<file path="src/rtl/core_pkg.sv">
// Shared types for the memory port arbiter: FSM states, transaction owner
// and the width of the data-streak counter.
package core_pkg;

  // Wide enough for the largest legal MAX_DATA_STREAK (15).
  localparam int unsigned STREAK_W = 4;

  typedef enum logic [1:0] {
    IDLE = 2'd0,
    REQ  = 2'd1,
    WAIT = 2'd2
  } arb_state_t;

  typedef enum logic {
    OWNER_INSTR = 1'b0,
    OWNER_DATA  = 1'b1
  } arb_owner_t;

endpackage

</file>
<file path="src/rtl/mem_port_arbiter.sv">
// Arbitrates a fetch port and an LSU port onto one memory port with a single
// outstanding transaction; data has priority, bounded by a starvation guard.
module mem_port_arbiter
  import core_pkg::*;
#(
  parameter int unsigned AWIDTH          = 32,
  parameter int unsigned DWIDTH          = 32,
  parameter int unsigned MAX_DATA_STREAK = 4
) (
  input  logic                clk_i,
  input  logic                rst_n_i,

  input  logic                instr_req_i,
  input  logic [AWIDTH-1:0]   instr_addr_i,
  input  logic                instr_kill_i,
  output logic                instr_gnt_o,
  output logic                instr_rvalid_o,
  output logic [DWIDTH-1:0]   instr_rdata_o,

  input  logic                data_req_i,
  input  logic                data_we_i,
  input  logic [DWIDTH/8-1:0] data_be_i,
  input  logic [AWIDTH-1:0]   data_addr_i,
  input  logic [DWIDTH-1:0]   data_wdata_i,
  output logic                data_gnt_o,
  output logic                data_rvalid_o,
  output logic [DWIDTH-1:0]   data_rdata_o,

  output logic                mem_req_o,
  output logic                mem_we_o,
  output logic [DWIDTH/8-1:0] mem_be_o,
  output logic [AWIDTH-1:0]   mem_addr_o,
  output logic [DWIDTH-1:0]   mem_wdata_o,
  input  logic                mem_gnt_i,
  input  logic                mem_rvalid_i,
  input  logic [DWIDTH-1:0]   mem_rdata_i
);

  localparam logic [STREAK_W-1:0] MaxStreak = STREAK_W'(MAX_DATA_STREAK);

  arb_state_t          r_state, w_state_next;
  arb_owner_t          r_owner, w_owner_next, w_owner;
  logic [STREAK_W-1:0] r_streak, w_streak_next;
  logic                r_kill_pend, w_kill_pend_next;
  logic                w_pick_instr, w_req, w_gnt;

  assign instr_rdata_o = mem_rdata_i;
  assign data_rdata_o  = mem_rdata_i;

  assign w_pick_instr = instr_req_i && (!data_req_i || (r_streak == MaxStreak));

  always_comb begin
    w_state_next     = r_state;
    w_owner_next     = r_owner;
    w_owner          = r_owner;
    w_kill_pend_next = r_kill_pend;
    w_streak_next    = r_streak;
    w_req            = 1'b0;
    instr_rvalid_o   = 1'b0;
    data_rvalid_o    = 1'b0;

    unique case (r_state)
      IDLE: begin
        if (instr_req_i || data_req_i) begin
          w_req        = 1'b1;
          w_owner      = w_pick_instr ? OWNER_INSTR : OWNER_DATA;
          w_owner_next = w_owner;
          w_state_next = mem_gnt_i ? WAIT : REQ;
        end
      end
      REQ: begin
        w_req = 1'b1;
        if (instr_kill_i && (r_owner == OWNER_INSTR)) w_kill_pend_next = 1'b1;
        if (mem_gnt_i) w_state_next = WAIT;
      end
      WAIT: begin
        if (instr_kill_i && (r_owner == OWNER_INSTR)) w_kill_pend_next = 1'b1;
        if (mem_rvalid_i) begin
          instr_rvalid_o   = (r_owner == OWNER_INSTR) && !r_kill_pend && !instr_kill_i;
          data_rvalid_o    = (r_owner == OWNER_DATA);
          w_kill_pend_next = 1'b0;
          w_state_next     = IDLE;
        end
      end
      default: begin
        w_state_next     = IDLE;
        w_kill_pend_next = 1'b0;
      end
    endcase

    // IDLE drives the request combinationally, so reset must mask it directly.
    w_req = w_req && rst_n_i;
    w_gnt = w_req && mem_gnt_i;

    if (w_gnt) begin
      if ((w_owner == OWNER_DATA) && instr_req_i) begin
        if (r_streak != MaxStreak) w_streak_next = r_streak + 1'b1;
      end else begin
        w_streak_next = '0;
      end
    end
  end

  always_comb begin
    mem_req_o   = w_req;
    mem_we_o    = 1'b0;
    mem_be_o    = '0;
    mem_addr_o  = '0;
    mem_wdata_o = '0;
    instr_gnt_o = w_gnt && (w_owner == OWNER_INSTR);
    data_gnt_o  = w_gnt && (w_owner == OWNER_DATA);
    if (w_req) begin
      if (w_owner == OWNER_DATA) begin
        mem_we_o    = data_we_i;
        mem_be_o    = data_be_i;
        mem_addr_o  = data_addr_i;
        mem_wdata_o = data_wdata_i;
      end else begin
        mem_be_o    = '1;
        mem_addr_o  = instr_addr_i;
      end
    end
  end

  always_ff @(posedge clk_i or negedge rst_n_i) begin
    if (!rst_n_i) begin
      r_state     <= IDLE;
      r_owner     <= OWNER_INSTR;
      r_streak    <= '0;
      r_kill_pend <= 1'b0;
    end else begin
      r_state     <= w_state_next;
      r_owner     <= w_owner_next;
      r_streak    <= w_streak_next;
      r_kill_pend <= w_kill_pend_next;
    end
  end

endmodule

</file>
<file path="config.mk">
export PLATFORM = sky130hd
export DESIGN_NAME = mem_port_arbiter
export DESIGN_NICKNAME = d
export VERILOG_FILES = /design/src/rtl/core_pkg.sv /design/src/rtl/mem_port_arbiter.sv
export SDC_FILE = /design/constraint.sdc
export NUM_CORES = 1
export LEC_CHECK = 0
export BUFFER_PORTS_ARGS = -buffer_cell sky130_fd_sc_hd__buf_2
export CORE_AREA = 3 3 106 108
export CTS_BUF_LIST = sky130_fd_sc_hd__clkbuf_16
export DETAILED_ROUTE_END_ITERATION = 8
export DIE_AREA = 0 0 109 111
export PLACE_DENSITY = 0.56
export SYNTH_ARGS = -nofsm -noshare
export SYNTH_HDL_FRONTEND = slang
export SYNTH_SLANG_ARGS = --single-unit
</file>
<file path="constraint.sdc">
create_clock -name clk_i -period 2.05 [get_ports clk_i]
set_input_delay 0.5125 -clock clk_i [delete_from_list [all_inputs] [get_ports clk_i]]
set_output_delay 0.5125 -clock clk_i [all_outputs]
set_load 0.1 [all_outputs]
</file>
### Word level (Yosys, flattened, before mapping)

Index checks and enable logic that the tools add are counted.

* $add $sub $neg: 1
* $mul: 0
* div/mod/pow operators: 0
* magnitude comparators: 0
* eq/ne operators: 8
* shift operators: 0
* multiplexer cells: 27
* bitwise gates (word level): 2
* reduce and logical (&&, ||, !) cells: 17

Operators by type and width (number)
* $mux 32: 4
* $mux 4: 4
* $mux 1: 12
* $logic_and 1x1->1: 9
* $mux 2: 4
* $ne 2x2->1 const B: 3
* $pmux 2 s3: 1
* $add 4x1->4 const B: 1
* $eq 4x3->1 const B: 1
* $ne 4x3->1 const B: 1
* $logic_not 1->1: 3
* $pmux 1 s3: 1
* $reduce_and 3->1: 1
* $eq 2x1->1 const B: 1
* $eq 2x2->1 const B: 1
* $logic_not 2->1: 1
* $logic_or 1x1->1: 2
* $ne 2x1->1 const B: 1
* $not 1->1: 2
* $pmux 1 s2: 1
* $reduce_and 2->1: 1

* bits in registers: 8
* latch bits: 0
* bits in writable memories: 0
* ROM bits: 0
* input bits: 140
* output and inout bits: 138
* logic and storage cells: 59
* memories: 0

### Logic depth before layout (Yosys ltp)

* word-level depth: 9
* mapped depth: 10
* mapped depth without buffers: 7

### Worst setup path before layout

Ideal clock, no wire load.

* path kind: reg2out
* start: register r_state[0]
* end: output instr_rvalid_o
* arrival time: 3492 ps
* required time: 1537 ps
* setup slack: -1955 ps
* cell stages (with the launch flop): 5
* path buffers: 0
* path through: dfrtp_1 -> inv_1 -> ha_1 -> nand2_1 -> nor4_1

* longest elaborated chain between the ends: 2

Ends and longest elaborated chain
* start, declared: line mem_port_arbiter.sv:41 `arb_state_t r_state, w_state_next;`
* start signal, assigned: line mem_port_arbiter.sv:132 `r_state <= w_state_next;`
* $eq 2x2->1: line mem_port_arbiter.sv:62 `unique case (r_state)`
* $mux 1: line mem_port_arbiter.sv:62
* end, declared: line mem_port_arbiter.sv:17 `output logic instr_rvalid_o,`

No other way between the ends.

### Worst setup path in the final report

* start: register r_state[1]
* end: output mem_addr_o[23]

* longest elaborated chain between the ends: 4
* elaborated cells on any way between the ends: 7
* classes of those cells: eq/ne: 1; mux: 4; reduce/logical: 2

Ends and longest elaborated chain
* $eq 2x1->1 / $logic_not 2->1 (equally long branches): line mem_port_arbiter.sv:62
* $pmux 1 s2 / $mux 1 (equally long branches): line mem_port_arbiter.sv:62
* $logic_and 1x1->1 / $mux 32 (equally long branches): line mem_port_arbiter.sv:92, mem_port_arbiter.sv:113
* $mux 32 *: line mem_port_arbiter.sv:112 `if (w_req) begin`
* end, declared: line mem_port_arbiter.sv:32 `output logic [AWIDTH-1:0] mem_addr_o,`

Mark *: on every way between the ends. The rest lies on a longest branch, timed or not.

==> flow_metrics.tcl <==
set metrics [dict create \
    drt_first_pass_iters 4 \
    synthTopCellsByArea "buf_4 (25%), nand2_1 (13%), and3_1 (12%)" \
    synth-edff-count 0 \
    die_w_um 109 \
    antennaDiodeCount 0 \
    worstSkewPairLatency_ns 0.23 \
    report.final.setup_viol 73 \
    grt_max_degree 19 \
    cts_tree "built" \
    drt_iter0_drc 85 \
    fin_nets 581 \
    crit_top_cell "buf_12" \
    end_kind "output port" \
    cts.clk_slew.worst_paths_ns 0.04 \
    gp_congestion 0.767 \
    worstHoldPathType "in2async" \
    power.density_mw_per_mm2 1840 \
    cp_cell_sequence "inv_2 > ha_4 > a21o_1 > a32oi_4 > buf_6 > inv_12 > buf_12 > nand2_1 > a21oi_4 > buf_12" \
    synth-simple-area-share_pct 31.4 \
    yosysWarnings 0 \
    cts-root-buf "clkbuf_16" \
    synth_compound_area_share_pct 19.9 \
    place_ws_ns -0.311 \
    worstMarginPinSlew_ns 0.431 \
    path_class "reg2out" \
    muxShareOfSynthArea_pct 0 \
    crit_family "buffers and inverters" \
    dp_hpwl_um 6780 \
    wl_per_cell_um 16.7 \
    synth.avg_cell_area_um2 6.69 \
    grt_first_pass_wirelength_um 14000 \
    fmax_mhz 391 \
    ant_nets 0 \
    vdd.ir_drop.worst_v 0.000927 \
    ys.flop_type "dfrtp_1" \
    violations "negative setup slack" \
    synth-adder-area-share_pct 3.30 \
    ys_seq_area_share_pct 10.6 \
    power_leakage_uw 0.00218 \
    synth_top_area_cell "buf_4" \
    grt_pass1_vias 2695 \
    core_mm2 0.0103 \
    whs_ns 0.237 \
    track_usage_pct 14.6 \
    dieArea_mm2 0.0121 \
    r2r-end "r_streak[3]$_DFFE_PN0P_" \
    wl_um 9540 \
    start_kind "register" \
    async_flop_share_pct 100 \
    reg2reg_slack_ns 0.17 \
    clock_skew_ns 0.00117 \
    grt.overflow.total 0 \
    ys_seq_elements 8 \
    syn_nets 428 \
    synthCells 283 \
    port_buffers 181 \
    via_count 2565 \
    clock_sinks 8 \
    netlist_area_mm2 0.00189 \
    postCtsHoldBufs 0 \
    num_rows 37 \
    fin_crit_sh_pct 125 \
    status "finished, violations left" \
    start_util_pct 18.3 \
    nFillCells 911 \
    dp_cells 547 \
    io_pins 278 \
    synth_cell_types 35 \
    finalHoldViolCount 0 \
    vias_per_cell 4.50 \
    crit-reg2reg-launch "r_state[1]$_DFFE_PN0P_" \
    slew_headroom_pct 71.2 \
    cts_buffers 3 \
    synth-xor-area-share_pct 0 \
    critPathMaxStageDelay_ns 0.38 \
    syn2layout_area_growth_pct 166 \
    synth_top_area_share_pct 25.4 \
    rsz0062_at_grt "true" \
    antenna_found_initial 0 \
    htreeDepth 1 \
    critPathBufInv 5 \
    finalMaxSlewViolations 0 \
    reg2reg_depth 8 \
    required_ns 1.54 \
    final_cell_area_mm2 0.00503 \
    slowest_stage "dfrtp_1" \
    postLayoutSetupSlackWorst_ns -0.510 \
    die_h_um 111 \
    final_cells 570 \
    max_cap_viol_count 0 \
    place_area_mm2 0.00433 \
    drcViolationCount 0 \
    synth_top_family_by_area "buffers and inverters" \
    crit_path_max_fanout 16 \
    drive_gt1_share_pct 84.3 \
    clockBufferDepth 2 \
    post-route-min-period_ns 2.56 \
    arrival_ns 2.05 \
]
[worst register-to-register path, stage by stage (launching register included)]
cell and delay [ns]:
dfrtp_1 0.38, inv_2 0.10, ha_4 0.17, buf_4 0.11
buf_4 0.12, and3b_1 0.19, a41oi_1 0.30, o211ai_1 0.17
a32o_1 0.22
[metal layers]
| layer | global-route usage (%) | share of wire [%] | wire length (um) |
|---|---|---|---|
| met1 | 16.4 | 36 | 3450 |
| met5 | 0 | 0 | 0 |
| met3 | 2.97 | 8.4 | 799 |
| met2 | 26.8 | 53 | 5040 |
| met4 | 4.71 | 2.7 | 259 |
[worst max path at each step]
stage | slack [ns] | start | cells after the start | endpoint
finish | -0.51 | r_state[1]$_DFFE_PN0P_ | 10 | mem_addr_o[23]
global route | -0.60 | r_state[1]$_DFFE_PN0P_ | 10 | mem_addr_o[23]
CTS | -0.49 | r_state[0]$_DFFE_PN0P_ | 9 | mem_addr_o[8]
detailed placement | -0.31 | r_streak[0]$_DFFE_PN0P_ | 8 | mem_addr_o[23]
global placement | -0.26 | data_req_i | 7 | mem_addr_o[3]
floorplan | -0.48 | r_state[1]$_DFFE_PN0P_ | 9 | mem_addr_o[26]
[layout by cell type (no fill, tap or decap), drive strengths merged, types with 5 or more instances in the layout]
master,count
a21oi,38
and3,35
buf,230
clkbuf,5
dfrtp,8
ha,5
inv,8
nand2,67
nor2,13
[flip-flops by register name (all words and copies together) (netlist names)]
register / flops
r_streak: 4
r_state: 2
r_kill_pend: 1
r_owner: 1
[stage by stage]
step	power [uW]	TNS, ns	utilization [%]
3_5_place_dp	7540	-17.24	41.9
6_report	9260	-32.13	48.8
5_1_grt	9670	-38.57	48.8
2_1_floorplan	5730	-21.73	-
3_3_place_gp	7470	-15.02	41.9
4_1_cts	8970	-29.47	47.0
[power breakdown]
group | internal [uW] | total (uW) | switching [uW]
registers | 215 | 255 | 40.5
clock network | 252 | 332 | 80.6
logic | 3530 | 8670 | 5150
[layout make-up]
| cell class | count | area, um^2 | share of cell area [%] |
|---|---|---|---|
| timing repair buffer | 232 | 2730 | 54.2 |
| clock buffer | 3 | 75.1 | 1.49 |
| inverter | 8 | 42.5 | 0.845 |
| multi-input combinational | 183 | 1820 | 36.1 |
| tap | 136 | 170 | 3.38 |
| sequential | 8 | 200 | 3.98 |
[cell usage after synthesis, drive strengths merged (2+ instances only)]
cell and number:
buf 78, nor2 13, nor4 2, clkbuf 6, a31oi 2, a21oi 38, a32o 2, inv 8
and3 35, nand2 67, dfrtp 8, ha 5, o21ai 2
[logic make-up after synthesis]
| family | after synthesis |
|---|---|
| adders and majority gates | 5 |
| AOI/OAI and AO/OA | 54 |
| DFF | 8 |
| buffers and inverters | 92 |
| and+or+nand+nor | 124 |
[repair_timing]
item	4_1_cts	5_1_grt
gates cloned	8	3
setup buffers	6	7
resized for setup	61	31
endpoints found under the setup margin	72	74
pin swaps	21	36
(Power assumes the default switching activity.)
